===== config.mk =====
export PLATFORM = sky130hd
export DESIGN_NAME = divide
export DESIGN_NICKNAME = d
export VERILOG_FILES = /design/src/rtl/divide.sv
export SDC_FILE = /design/constraint.sdc
export NUM_CORES = 1
export LEC_CHECK = 0
export BUFFER_PORTS_ARGS = -buffer_cell sky130_fd_sc_hd__buf_2
export CELL_PAD_IN_SITES_DETAIL_PLACEMENT = 1
export CELL_PAD_IN_SITES_GLOBAL_PLACEMENT = 1
export CORE_ASPECT_RATIO = 1.75
export CORE_UTILIZATION = 25
export CTS_BUF_LIST = sky130_fd_sc_hd__clkbuf_16
export DETAILED_ROUTE_END_ITERATION = 16
export PLACE_DENSITY_LB_ADDON = 0.2
export SLEW_MARGIN = 20
export SYNTH_ARGS = -nofsm -noshare
export SYNTH_HDL_FRONTEND = slang
export SYNTH_SLANG_ARGS = --single-unit

===== constraint.sdc =====
create_clock -name clk -period 1.9 [get_ports clk]
set_input_delay 0.19 -clock clk [delete_from_list [all_inputs] [get_ports clk]]
set_output_delay 0.19 -clock clk [all_outputs]
set_load 0.02 [all_outputs]

===== src/rtl/divide.sv =====
// -----------------------------------------------------------------------------
// divide -- sequential signed integer divider (restoring, one quotient bit/cycle)
//
// A division is started by sampling start=1 while idle; both operands are
// captured on that edge. The magnitudes are then divided over L1 cycles and a
// final cycle applies the signs and publishes the result with a one-cycle done
// pulse. Latency from the start edge to done is always L1+1 cycles.
//
// Parameters
//   L1 : dividend / quotient width (>= 2)
//   L2 : divisor / remainder width (>= 2)
//
// Ports
//   clk      : clock, rising edge
//   rst_n    : asynchronous active-low reset
//   start    : request a division (ignored while busy)
//   in1      : signed dividend
//   in2      : signed divisor
//   busy     : division in progress
//   done     : one-cycle pulse, quot/rem/div_zero valid
//   quot     : signed quotient, truncated toward zero
//   rem      : signed remainder, takes the sign of the dividend
//   div_zero : last division had a zero divisor
// -----------------------------------------------------------------------------
module divide #(
  parameter int L1 = 8,
  parameter int L2 = 8
) (
  input  logic          clk,
  input  logic          rst_n,
  input  logic          start,
  input  logic [L1-1:0] in1,
  input  logic [L2-1:0] in2,
  output logic          busy,
  output logic          done,
  output logic [L1-1:0] quot,
  output logic [L2-1:0] rem,
  output logic          div_zero
);

  // One extra bit so that the most negative value of either operand has a
  // representable magnitude.
  localparam int W  = ((L1 > L2) ? L1 : L2) + 1;
  localparam int CW = $clog2(L1 + 1);

  typedef enum logic [1:0] {IDLE, CALC, FIX} state_t;

  state_t        state_q, state_d;
  logic [CW-1:0] cnt_q, cnt_d;
  logic [L1-1:0] dvd_q, dvd_d;     // dividend magnitude, shifts into quotient
  logic [W-1:0]  dvs_q, dvs_d;     // divisor magnitude
  logic [W-1:0]  prem_q, prem_d;   // partial remainder
  logic          qneg_q, qneg_d;   // quotient must be negated
  logic          rneg_q, rneg_d;   // remainder must be negated
  logic          zero_q, zero_d;   // divisor was zero
  logic [L1-1:0] quot_q, quot_d;
  logic [L2-1:0] rem_q, rem_d;
  logic          dz_q, dz_d;
  logic          done_q, done_d;

  logic [W-1:0]  in1_ext, in2_ext, in1_mag, in2_mag;
  logic [W-1:0]  trial, diff;
  logic          qbit;
  logic          unused_bits;

  // Operand magnitudes in W bits.
  always_comb begin
    in1_ext = {{(W-L1){in1[L1-1]}}, in1};
    in2_ext = {{(W-L2){in2[L2-1]}}, in2};
    in1_mag = in1[L1-1] ? -in1_ext : in1_ext;
    in2_mag = in2[L2-1] ? -in2_ext : in2_ext;
  end

  // One restoring step: shift in the next dividend bit, subtract if it fits.
  always_comb begin
    trial = {prem_q[W-2:0], dvd_q[L1-1]};
    qbit  = (trial >= dvs_q);
    diff  = trial - dvs_q;
  end

  // The partial remainder never reaches its top bit and the dividend
  // magnitude always fits in L1 bits.
  assign unused_bits = ^{in1_mag[W-1:L1], prem_q[W-1]};

  // ---------------------------------------------------------------- FSM
  always_ff @(posedge clk or negedge rst_n) begin
    if (!rst_n) begin
      state_q <= IDLE;
    end else begin
      state_q <= state_d;
    end
  end

  always_comb begin
    state_d = state_q;
    case (state_q)
      IDLE:    if (start) state_d = CALC;
      CALC:    if (cnt_q == CW'(L1 - 1)) state_d = FIX;
      FIX:     state_d = IDLE;
      default: state_d = IDLE;
    endcase
  end

  always_comb begin
    busy = 1'b0;
    case (state_q)
      CALC, FIX: busy = 1'b1;
      default:   busy = 1'b0;
    endcase
  end

  // ---------------------------------------------------------------- datapath
  always_comb begin
    cnt_d  = cnt_q;
    dvd_d  = dvd_q;
    dvs_d  = dvs_q;
    prem_d = prem_q;
    qneg_d = qneg_q;
    rneg_d = rneg_q;
    zero_d = zero_q;
    quot_d = quot_q;
    rem_d  = rem_q;
    dz_d   = dz_q;
    done_d = 1'b0;
    case (state_q)
      IDLE: begin
        if (start) begin
          cnt_d  = '0;
          dvd_d  = in1_mag[L1-1:0];
          dvs_d  = in2_mag;
          prem_d = '0;
          qneg_d = in1[L1-1] ^ in2[L2-1];
          rneg_d = in1[L1-1];
          zero_d = (in2 == '0);
        end
      end
      CALC: begin
        cnt_d  = cnt_q + 1'b1;
        prem_d = qbit ? diff : trial;
        dvd_d  = {dvd_q[L1-2:0], qbit};
      end
      FIX: begin
        done_d = 1'b1;
        if (zero_q) begin
          quot_d = '1;
          rem_d  = '0;
          dz_d   = 1'b1;
        end else begin
          // Most-negative / -1 yields magnitude 2^(L1-1) with a positive
          // sign, which wraps to the most negative value as required.
          quot_d = qneg_q ? -dvd_q : dvd_q;
          rem_d  = rneg_q ? -prem_q[L2-1:0] : prem_q[L2-1:0];
          dz_d   = 1'b0;
        end
      end
      default: ;
    endcase
  end

  always_ff @(posedge clk or negedge rst_n) begin
    if (!rst_n) begin
      cnt_q  <= '0;
      dvd_q  <= '0;
      dvs_q  <= '0;
      prem_q <= '0;
      qneg_q <= 1'b0;
      rneg_q <= 1'b0;
      zero_q <= 1'b0;
      quot_q <= '0;
      rem_q  <= '0;
      dz_q   <= 1'b0;
      done_q <= 1'b0;
    end else begin
      cnt_q  <= cnt_d;
      dvd_q  <= dvd_d;
      dvs_q  <= dvs_d;
      prem_q <= prem_d;
      qneg_q <= qneg_d;
      rneg_q <= rneg_d;
      zero_q <= zero_d;
      quot_q <= quot_d;
      rem_q  <= rem_d;
      dz_q   <= dz_d;
      done_q <= done_d;
    end
  end

  assign done     = done_q;
  assign quot     = quot_q;
  assign rem      = rem_q;
  assign div_zero = dz_q;

endmodule

==> metrics.sh, run 1 <==
POWER_PER_CELL_AREA_nW_PER_UM2=1770
NATURE_OF_THE_CRITICAL_PATH_ENDPOINT='register'
MIN_PATH_TYPE='in -> async'
CLK_PIN_SLEW_WORST_PATHS_NS=0.07
SYNTH.FF_LATCH_COUNT=52
SYN_AREA_SQ_UM=3120
WORST_CLOCK_SKEW_NS=0.00538
DIE-HEIGHT_MICRONS=150
FIRSTDRTPASSITERS=4
REPORT.FINAL.HOLD_VIOL_COUNT=0
GRT_PASS1_VIAS=2921
MAXSLEWHEADROOM=0.545
CTSROOTBUFFERMASTER='sky130_fd_sc_hd__clkbuf_16'
CTS-BUFFERS-INSERTED=5
CRITICAL_PATH_ARRIVAL_NS=2.22
DP_HPWL_MICRONS=6570
NUMBER_OF_STANDARD_CELL_ROWS_IN_THE_FLOORPLAN=53
SYNTH_TOP_AREA_FRAC=0.417
PRE_CTS_WS_NS=-0.254
CRIT_PATH_START_KIND='register'
DOMINANTREGCELLSYNTH='sky130_fd_sc_hd__dfrtp_1'
P_LEAK_nW=1.91
NETLIST.TOP_CELL.BY_AREA='sky130_fd_sc_hd__dfrtp_1'
GPL.FINAL_WEIGHTED_CONGESTION=0.783
GLOBALROUTEOVERFLOWTOTAL=0
WORST_SKEW_PAIR.LATE_LATENCY_NS=0.30
TIMING_LIMITED_MAXIMUM_FREQUENCY_MHz=497
START_UTIL=0.258
H_TREE_LEVEL_COUNT=2
SYNTH.YOSYS.WARNINGS=0
TRITONCTS_CLOCK_TREE='yes'
SETUP_VIOL=8
ANTENNA_FOUND_INITIAL=0
POSTSYNTHNETCOUNT=376
FINAL_CELL_AREA_SQ_UM=4060
DESIGN_POWER_W=0.00717
VIOLATIONS='negative setup slack'
DETAIL_ROUTE.ITER0.VIOLATIONS=59
SYNTH-SEQ-AREA-SHARE=0.417
MAIN_AREA_CONTRIBUTORS_AFTER_SYNTHESIS='sky130_fd_sc_hd__dfrtp_1 (42%), sky130_fd_sc_hd__ha_1 (6.8%), sky130_fd_sc_hd__nand2_1 (4.3%)'
TOP_LEVEL_PORTS=38
AREAGROWTHSYNTHTOFINISH_PCT=30.1
CORE_AREA_SQ_UM=12100
MIN_PERIOD_NS=2.01
CLKSINKCOUNT=52
ROUTE.DETAILED.VIAS_PER_INST=4.63
UNREPAIRED_SETUP_ENDPOINTS_AFTER_GLOBAL_ROUTING='true'
DETAIL_ROUTE.DRC_VIOLATIONS=0
YS_TYPES=42
ANTENNA_LEFT=0
POSTLAYOUTSETUPSLACKWORST_NS=-0.111
MAX_CAP_VIOL=0
DRT-TOTAL-WL_MICRONS=8540
FINISH.NET_COUNT=446
SYNTH_ASYNC_SR_FLOP_SHARE=1.00
TCRIT_TCLK_FINAL=1.06
YOSYSMOSTFREQUENTCELL='sky130_fd_sc_hd__dfrtp_1'
CRITPATHREQUIREDTIME_NS=2.11
VDD.IR_DROP.WORST_mV=0.454
FP.DIEAREA_SQ_UM=12900
MAX_BUFFERS_ROOT_TO_SINK=2
WL_PER_CELL_MICRONS=14.9
DIE_WIDTH_MICRONS=86.4
FINAL.FILL_COUNT=1451
SYN_AVG_CELL_AREA_SQ_UM=9.20
POST_SYNTH_INST_COUNT=339
SYNTH-EDFF-COUNT=0
RUN_STATUS='finished with violations'
PLACED_CELL_AREA_SQ_UM=3750
IO_BUFFERS=37
WORST-SLEW-PIN-TRANSITION_NS=0.682
YOSYS-TOP-CELLS-COUNT='sky130_fd_sc_hd__dfrtp_1 (52), sky130_fd_sc_hd__nand2_1 (36), sky130_fd_sc_hd__inv_1 (30), sky130_fd_sc_hd__nor2_1 (24), sky130_fd_sc_hd__o21ai_0 (20)'
WIRE_LENGTH_OF_THE_FIRST_GLOBAL_ROUTING_PASS_MICRONS=14500
GRTUSAGETOTAL=0.146
POST_ROUTE_CELLS_DRIVE_ABOVE_1_SHARE=0.273
VIAS=2664
PIN_COUNT_OF_THE_BIGGEST_NET_ENTERING_GLOBAL_ROUTING=53
CRIT_PATH_MAX_FANOUT=4
REPORT.FINAL.SLEW_VIOL_COUNT=0
CRIT_TYPE='reg -> reg'
DIODES=0
==> sequential cells by signal, indices dropped and copies added, names as in the netlist <==
register,cells
dvs_q,9
dvd_q,8
prem_q,8
quot,8
rem,8
cnt_q,4
state_q,2
div_zero,1
done,1
qneg_q,1
rneg_q,1
zero_q,1
==> stage by stage <==
step | setup TNS [ns] | utilization | std cells | hold slack, ns
finish | -0.537 | 0.336 | 575 | 0.0207
global route | -1.80 | 0.336 | 575 | 0.0887
CTS | -0.449 | 0.335 | 575 | 0.0540
detailed placement | -1.68 | 0.310 | 559 | 0.375
global placement | -1.22 | 0.310 | 559 | 0.368
floorplan | -0.00917 | - | 339 | -0.106
==> placed cells by master, fill, tap and decap left out, types with 3 or more instances in the layout <==
| cell | netlist | layout |
|---|---|---|
| sky130_fd_sc_hd__a21o_1 | 4 | 4 |
| sky130_fd_sc_hd__a21oi_1 | 12 | 9 |
| sky130_fd_sc_hd__a31oi_1 | 6 | 5 |
| sky130_fd_sc_hd__a32o_1 | 4 | 4 |
| sky130_fd_sc_hd__buf_2 | 1 | 37 |
| sky130_fd_sc_hd__buf_4 | 1 | 40 |
| sky130_fd_sc_hd__buf_6 | 0 | 3 |
| sky130_fd_sc_hd__clkbuf_16 | 0 | 5 |
| sky130_fd_sc_hd__dfrtp_1 | 52 | 52 |
| sky130_fd_sc_hd__ha_1 | 17 | 13 |
| sky130_fd_sc_hd__inv_1 | 30 | 28 |
| sky130_fd_sc_hd__mux2_2 | 3 | 3 |
| sky130_fd_sc_hd__mux2i_1 | 11 | 10 |
| sky130_fd_sc_hd__nand2_1 | 36 | 35 |
| sky130_fd_sc_hd__nand2b_1 | 6 | 6 |
| sky130_fd_sc_hd__nand3_1 | 3 | 3 |
| sky130_fd_sc_hd__nor2_1 | 24 | 24 |
| sky130_fd_sc_hd__nor2b_1 | 6 | 6 |
| sky130_fd_sc_hd__nor3_1 | 4 | 4 |
| sky130_fd_sc_hd__o21ai_0 | 20 | 17 |
| sky130_fd_sc_hd__o21ai_1 | 1 | 4 |
| sky130_fd_sc_hd__o22a_1 | 8 | 8 |
| sky130_fd_sc_hd__o22ai_1 | 13 | 13 |
| sky130_fd_sc_hd__o31ai_1 | 6 | 5 |
| sky130_fd_sc_hd__or3_1 | 7 | 5 |
| sky130_fd_sc_hd__or3_4 | 1 | 3 |
| sky130_fd_sc_hd__xnor2_1 | 15 | 15 |
| sky130_fd_sc_hd__xor2_1 | 12 | 12 |
==> area by class of cell <==
cell class	count	area (sq um)	area share
Multi-Input combinational cell	239	1730	0.426
Sequential cell	52	1300	0.321
Timing Repair Buffer	81	539	0.133
Tap cell	165	206	0.0509
Clock buffer	5	125	0.0308
Inverter	30	113	0.0278
Clock inverter	3	42.5	0.0105
==> power breakdown <==
group          total [W]  switching [W]  internal [W]
Sequential       0.00189       0.000361       0.00153
Clock            0.00105       0.000429      0.000620
Combinational    0.00424        0.00214       0.00210
==> critical path: stages, from the launching register on <==
cell,delay [ns]
sky130_fd_sc_hd__dfrtp_1,0.41
sky130_fd_sc_hd__ha_4,0.30
sky130_fd_sc_hd__a21o_1,0.15
sky130_fd_sc_hd__a21oi_4,0.08
sky130_fd_sc_hd__buf_4,0.14
sky130_fd_sc_hd__buf_4,0.12
sky130_fd_sc_hd__buf_4,0.12
sky130_fd_sc_hd__buf_4,0.12
sky130_fd_sc_hd__and3_1,0.16
sky130_fd_sc_hd__nor2_1,0.10
sky130_fd_sc_hd__mux2i_1,0.07
sky130_fd_sc_hd__o21ai_0,0.16
==> timing repair <==
item	CTS	global route
resized for setup	18	6
setup buffers	8	0
hold buffers	0	0
setup endpoints to repair	9	19
pin swaps	7	1
==> routing by layer <==
metal | vias to the layer above | GRT usage | routed length (microns)
li1 | 1315 | - | -
met4 | 0 | 0.0592 | 218
met2 | 43 | 0.280 | 4830
met3 | 14 | 0.0215 | 214
met1 | 1292 | 0.155 | 3280
met5 | - | 0 | 0
==> kinds of logic after synthesis <==
logic type               Yosys count  synth area share
AO/OA/AOI/OAI                     88             0.191
buffers and inverters             48            0.0594
multiplexers                      14            0.0461
XOR/XNOR                          27            0.0758
adder cells (fa/ha/maj)           18            0.0746
AND/OR/NAND/NOR                   92             0.136
flip-flops                        52             0.417
==> path summary, 6_finish.rpt <==
kind | to | depth (start not counted) | start | slack [ns]
hold / removal | prem_q[2]$_DFFE_PN0P_ | 2 | rst_n | 0.02
hold reg to reg | dvs_q[2]$_DFFE_PN0P_ | 2 | dvs_q[2]$_DFFE_PN0P_ | 0.48
setup reg to reg | prem_q[5]$_DFFE_PN0P_ | 11 | prem_q[2]$_DFFE_PN0P_ | -0.11
min in group clk | zero_q$_DFFE_PN0P_ | 2 | in2[6] | 0.12
setup / recovery | prem_q[5]$_DFFE_PN0P_ | 11 | prem_q[2]$_DFFE_PN0P_ | -0.11
max in group asynchronous | dvd_q[5]$_DFFE_PN0P_ | 2 | rst_n | 1.43
(Power assumes the default switching activity.)
==> run 2, diff against run 1 <==
CTS_BUF_LIST = unset   (was sky130_fd_sc_hd__clkbuf_16)
SETUP_SLACK_MARGIN = 0.2   (was unset)
clock period = 2 ns   (was 1.9 ns; I/O delays follow)
==> metrics.sh, run 2 (synthesized netlist as in run 1, its figures left out) <==
NATURE_OF_THE_CRITICAL_PATH_ENDPOINT='register'
CRIT_PATH_END='prem_q[6]$_DFFE_PN0P_'
MAX_CAP_VIOL=0
DP_HPWL_MICRONS=6370
DIE_WIDTH_MICRONS=86.4
CLKSINKCOUNT=52
REPORT.FINAL.HOLD_VIOL_COUNT=0
DIE-HEIGHT_MICRONS=150
P_LEAK_nW=1.88
WORST_HOLD_SLACK_NS=0.141
GLOBALROUTEOVERFLOWTOTAL=0
TIMING.RR.END='prem_q[6]$_DFFE_PN0P_'
H_TREE_LEVEL_COUNT=2
FINAL_CELL_AREA_SQ_UM=4080
TOP_LEVEL_PORTS=38
WL_PER_CELL_MICRONS=14.2
SETUP.WORST_PATH.START='dvd_q[7]$_DFFE_PN0P_'
VIAS=2588
FP.DIEAREA_SQ_UM=12900
CRITPATHREQUIREDTIME_NS=2.17
LAYOUT.CELLS.MOST_COMMON='sky130_fd_sc_hd__dfrtp_1'
AREAGROWTHSYNTHTOFINISH_PCT=31.0
GRTUSAGETOTAL=0.138
DETAIL_ROUTE.ITER0.VIOLATIONS=52
CTS-BUFFERS-INSERTED=5
POWER_PER_CELL_AREA_nW_PER_UM2=1680
CORE_AREA_SQ_UM=12100
PIN_COUNT_OF_THE_BIGGEST_NET_ENTERING_GLOBAL_ROUTING=30
DIODES=0
MIN_PERIOD_NS=1.97
CRITICAL_PATH_ARRIVAL_NS=2.14
FINAL_CORE_UTIL=0.338
ANTENNA_LEFT=0
IO_BUFFERS=37
RUN_STATUS='finished, final reports clean'
WORST_SKEW_PAIR.LATE_LATENCY_NS=0.30
START_UTIL=0.258
FF2FF_PATH_DEPTH=10
WORST_CLOCK_SKEW_NS=0.00795
CRIT_PATH_MAX_FANOUT=3
TRITONCTS_CLOCK_TREE='yes'
CLK_PIN_SLEW_WORST_PATHS_NS=0.07
PRE_CTS_WS_NS=-0.0884
CRIT_PATH_START_KIND='register'
ANTENNA_FOUND_INITIAL=0
R2R_SLACK_NS=0.03
DRT-TOTAL-WL_MICRONS=8080
REPORT.FINAL.SLEW_VIOL_COUNT=0
UNREPAIRED_SETUP_ENDPOINTS_AFTER_GLOBAL_ROUTING='true'
REG2REG_FROM='dvd_q[7]$_DFFE_PN0P_'
MAXSLEWHEADROOM=0.547
VDD.IR_DROP.WORST_mV=0.429
POST_ROUTE_CELLS_DRIVE_ABOVE_1_SHARE=0.285
MIN_PATH_TYPE='in -> reg'
DETAIL_ROUTE.DRC_VIOLATIONS=0
LARGEST_REGISTER_BY_FLOP_COUNT='dvs_q'
LARGEST_REG_FLOPS=9
GRT_PASS1_VIAS=2867
PLACED_CELL_AREA_SQ_UM=3710
GPL.FINAL_WEIGHTED_CONGESTION=0.753
DPL.CELL_COUNT=548
NUMBER_OF_STANDARD_CELL_ROWS_IN_THE_FLOORPLAN=53
LAYOUT.CELLS.MOST_COMMON_LIST='sky130_fd_sc_hd__dfrtp_1 (49), sky130_fd_sc_hd__buf_2 (37), sky130_fd_sc_hd__nand2_1 (34), sky130_fd_sc_hd__buf_4 (33), sky130_fd_sc_hd__inv_1 (27)'
MAX_BUFFERS_ROOT_TO_SINK=2
TCRIT_TCLK_FINAL=0.985
TIMING_LIMITED_MAXIMUM_FREQUENCY_MHz=508
FINISH.NET_COUNT=439
SETUP_VIOL=0
CRIT_TYPE='reg -> reg'
ROUTE.DETAILED.VIAS_PER_INST=4.56
WIRE_LENGTH_OF_THE_FIRST_GLOBAL_ROUTING_PASS_MICRONS=13900
WORST-SLEW-PIN-TRANSITION_NS=0.679
FIRSTDRTPASSITERS=4
POSTLAYOUTSETUPSLACKWORST_NS=0.0309
STDCELL_COUNT=568
CTSROOTBUFFERMASTER='sky130_fd_sc_hd__clkbuf_16'
==> run 2: cell count changes in the layout (fill, tap and decap cells not counted), sizes merged <==
cell         previous run  this run
buf                    81        73
dlygate4sd3             0         1
==> run 2: worst max-delay path: stages, from the launching register on <==
cell,delay (ns)
sky130_fd_sc_hd__dfrtp_1,0.39
sky130_fd_sc_hd__inv_2,0.10
sky130_fd_sc_hd__ha_4,0.15
sky130_fd_sc_hd__inv_2,0.04
sky130_fd_sc_hd__fa_2,0.38
sky130_fd_sc_hd__a211oi_2,0.18
sky130_fd_sc_hd__o21bai_1,0.11
sky130_fd_sc_hd__a21oi_1,0.17
sky130_fd_sc_hd__xnor2_1,0.10
sky130_fd_sc_hd__mux2i_1,0.15
sky130_fd_sc_hd__o21ai_1,0.08
==> run 2: worst min-delay path by stage <==
stage,endpoint,from,depth (start not counted),slack [ns]
after floorplan,cnt_q[0]$_DFFE_PN0P_,rst_n,0,-0.1
after global placement,state_q[0]$_DFFE_PN0P_,rst_n,1,0.29
after detailed placement,state_q[0]$_DFFE_PN0P_,rst_n,1,0.29
after CTS,zero_q$_DFFE_PN0P_,in2[6],2,0.13
after global routing,zero_q$_DFFE_PN0P_,in2[6],2,0.15
final,zero_q$_DFFE_PN0P_,in2[6],2,0.14
==> run 2: power by group <==
group / switching, W / total (W) / internal, W
combinational: 0.00204 / 0.00402 / 0.00199
sequential: 0.000373 / 0.00183 / 0.00145
clock: 0.000404 / 0.000993 / 0.000589
total: 0.00281 / 0.00684 / 0.00403
==> run 2: final cells by class <==
class,count,area [sq um]
clock buffer,5,125
clock inverter,3,42.5
fill,1468,7990
inverter,30,113
multi-input combinational,239,1820
sequential,52,1310
tap,165,206
timing repair buffer,74,477
==> run 2: per-layer routing <==
layer	vias to the layer above	track usage	wire length, microns	part of all wire
met3	7	0.0154	135	0.017
met1	1254	0.151	3310	0.41
met2	30	0.264	4490	0.56
met5	-	0	0	0
li1	1297	-	-	-
met4	0	0.0533	142	0.018
==> run 2: metrics by stage <==
step                power (W)  TNS [ns]
finish                0.00684         0
global route          0.00743    -0.534
CTS                   0.00666   -0.0204
detailed placement    0.00538    -0.142
global placement      0.00530    -0.142
floorplan             0.00429         0
==> run 2: timing repair <==
action	4_1_cts	5_1_grt
pin swaps	8	8
hold endpoints to repair	27	0
resized for setup	14	15
hold buffers	1	0
endpoints found under the setup margin	10	19
setup buffers	6	5
==> run 3, diff against run 2 <==
PLACE_DENSITY = 0.52   (was unset)
PLACE_DENSITY_LB_ADDON = unset   (was 0.2)
==> metrics.sh, run 3 (synthesized netlist as in run 1, its figures left out) <==
HOLD-PATH-CELL-COUNT=2
CRIT_TYPE='reg -> reg'
TOP_LEVEL_PORTS=38
TCRIT_TCLK_FINAL=1.02
WL_PER_CELL_MICRONS=14.9
IO_BUFFERS=37
STDCELL_COUNT=571
CLK_PIN_SLEW_WORST_PATHS_NS=0.07
WORST-SLEW-PIN-TRANSITION_NS=0.594
MIN_PERIOD_NS=2.05
START_UTIL=0.258
MAXSLEWHEADROOM=0.604
DPL.CELL_COUNT=546
GLOBALROUTEOVERFLOWTOTAL=0
LAYOUT.CELLS.MOST_COMMON='sky130_fd_sc_hd__dfrtp_1'
FINAL.FILL_COUNT=1433
MIN_PATH_TYPE='in -> reg'
H_TREE_LEVEL_COUNT=2
NUMBER_OF_STANDARD_CELL_ROWS_IN_THE_FLOORPLAN=53
UNREPAIRED_SETUP_ENDPOINTS_AFTER_GLOBAL_ROUTING='true'
CRIT_PATH_MAX_FANOUT=5
TRITONCTS_CLOCK_TREE='yes'
WIRE_LENGTH_OF_THE_FIRST_GLOBAL_ROUTING_PASS_MICRONS=13600
TIMING.RR.END='prem_q[4]$_DFFE_PN0P_'
VIOLATIONS='negative setup slack'
DP_HPWL_MICRONS=6350
CRITPATHSLOWESTCELL='sky130_fd_sc_hd__dfrtp_2'
DRT-TOTAL-WL_MICRONS=8480
REG2REG_FROM='prem_q[2]$_DFFE_PN0P_'
CRIT_PATH_START_KIND='register'
LAYOUT.CELLS.MOST_COMMON_LIST='sky130_fd_sc_hd__dfrtp_1 (50), sky130_fd_sc_hd__buf_2 (37), sky130_fd_sc_hd__nand2_1 (34), sky130_fd_sc_hd__buf_4 (32), sky130_fd_sc_hd__inv_1 (27)'
ROUTE.DETAILED.VIAS_PER_INST=4.59
POST_ROUTE_CELLS_DRIVE_ABOVE_1_SHARE=0.291
SETUP_VIOL=5
GRTUSAGETOTAL=0.138
CTS-BUFFERS-INSERTED=5
REPORT.FINAL.SLEW_VIOL_COUNT=0
DIODES=0
HOLD_PATH_STARTPOINT='in2[6]'
DETAIL_ROUTE.ITER0.VIOLATIONS=63
FIRSTDRTPASSITERS=4
LARGEST_REG_FLOPS=9
CRITPATHBUFINV=1
MAX_CAP_VIOL=0
DETAIL_ROUTE.DRC_VIOLATIONS=0
PIN_COUNT_OF_THE_BIGGEST_NET_ENTERING_GLOBAL_ROUTING=36
FP.DIEAREA_SQ_UM=12900
HOLD-PATH-ENDPOINT='zero_q$_DFFE_PN0P_'
RUN_STATUS='finished with violations'
NATURE_OF_THE_CRITICAL_PATH_ENDPOINT='register'
ANTENNA_FOUND_INITIAL=0
GRT_PASS1_VIAS=2781
VDD.IR_DROP.WORST_mV=0.408
POWER_PER_CELL_AREA_nW_PER_UM2=1660
CORE_AREA_SQ_UM=12100
REPORT.FINAL.HOLD_VIOL_COUNT=0
DIE_WIDTH_MICRONS=86.4
TIMING_LIMITED_MAXIMUM_FREQUENCY_MHz=489
WORST_HOLD_SLACK_NS=0.135
LARGEST_REGISTER_BY_FLOP_COUNT='dvs_q'
POSTLAYOUTSETUPSLACKWORST_NS=-0.0454
FINISH.NET_COUNT=442
WORST_CLOCK_SKEW_NS=0.00819
CTSROOTBUFFERMASTER='sky130_fd_sc_hd__clkbuf_16'
CRITPATHREQUIREDTIME_NS=2.17
CLKSINKCOUNT=52
P_LEAK_nW=1.89
MAX_BUFFERS_ROOT_TO_SINK=2
AREAGROWTHSYNTHTOFINISH_PCT=31.2
R2R_SLACK_NS=-0.05
FF2FF_PATH_DEPTH=8
TIMING.CRITICAL_PATH.CELLS='ha_4, a21o_1, a21oi_2, o211ai_1, a31oi_1, buf_4, mux2i_1, o21ai_0'
GPL.FINAL_WEIGHTED_CONGESTION=0.737
WORST_SKEW_PAIR.LATE_LATENCY_NS=0.30
DIE-HEIGHT_MICRONS=150
CRITICAL_PATH_ARRIVAL_NS=2.22
DESIGN_POWER_W=0.00679
VIAS=2620
ANTENNA_LEFT=0
MAX_STAGE_DELAY_NS=0.43
PATH_DELAY_FAMILY='compound AO/OA/AOI/OAI gates'
-- run 3: cell types whose count changed in the layout (fill, tap and decap cells not counted), moves of 2 or more --
| cell | delta |
|---|---|
| sky130_fd_sc_hd__a21oi_1 | -2 |
| sky130_fd_sc_hd__a21oi_2 | +3 |
| sky130_fd_sc_hd__buf_6 | +3 |
| sky130_fd_sc_hd__nand2b_1 | -2 |
| sky130_fd_sc_hd__o21ai_0 | +5 |
| sky130_fd_sc_hd__o21ai_1 | -5 |
-- run 3: report_power, final --
part           switching (W)  internal [W]  total (W)
combinational        0.00207       0.00204    0.00411
clock               0.000400      0.000468   0.000867
sequential          0.000365       0.00145    0.00182
total                0.00283       0.00396    0.00679
-- run 3: worst max path at each step --
stage,start,end,cells after the start
3_5_place_dp,prem_q[3]$_DFFE_PN0P_,prem_q[7]$_DFFE_PN0P_,7
4_1_cts,prem_q[2]$_DFFE_PN0P_,prem_q[1]$_DFFE_PN0P_,8
2_1_floorplan,prem_q[2]$_DFFE_PN0P_,prem_q[0]$_DFFE_PN0P_,8
3_3_place_gp,prem_q[3]$_DFFE_PN0P_,prem_q[7]$_DFFE_PN0P_,7
6_report,prem_q[2]$_DFFE_PN0P_,prem_q[4]$_DFFE_PN0P_,8
5_1_grt,prem_q[2]$_DFFE_PN0P_,prem_q[4]$_DFFE_PN0P_,8
-- run 3: area by class of cell --
| class | instances | area [sq um] | area share |
|---|---|---|---|
| clock buffers | 6 | 129 | 0.0315 |
| clock inverters | 2 | 16.3 | 0.00398 |
| multi-input cells | 239 | 1800 | 0.440 |
| flip-flops and latches | 52 | 1300 | 0.319 |
| inverters | 30 | 113 | 0.0275 |
| repair buffers | 77 | 523 | 0.128 |
| well taps | 165 | 206 | 0.0505 |
-- run 3: timing repair --
item                                    CTS  global route
hold buffers                              1             0
buffers inserted                          6             9
pin swaps                                 8            14
endpoints found under the setup margin   11            14
endpoints found under the hold margin    17             0
gates resized for setup                  11            17
cloned                                    1             0
-- run 3: worst register-to-register path: cells and delay by family (launching register included) --
kind	cells	cell delay, ns
adders and majority gates	1	0.26
DFF	1	0.43
AOI/OAI and AO/OA	5	0.81
buffers and inverters	1	0.21
muxes	1	0.23
-- run 3: per-layer routing --
metal	global-route usage	wire length, microns	up-vias
li1	-	-	1305
met1	0.147	3380	1282
met3	0.0193	168	6
met4	0.0500	134	0
met2	0.270	4800	27
met5	0	0	-
-- run 3: per-stage QoR --
step | area, sq um | utilization | setup slack [ns] | setup TNS [ns]
final | 4090 | 0.339 | -0.0454 | -0.126
after floorplan | 3200 | - | 0.155 | 0
after global placement | 3700 | 0.307 | -0.0644 | -0.107
after detailed placement | 3700 | 0.307 | -0.0811 | -0.157
after global routing | 4090 | 0.339 | -0.158 | -1.02
after CTS | 3950 | 0.327 | 0.0145 | 0
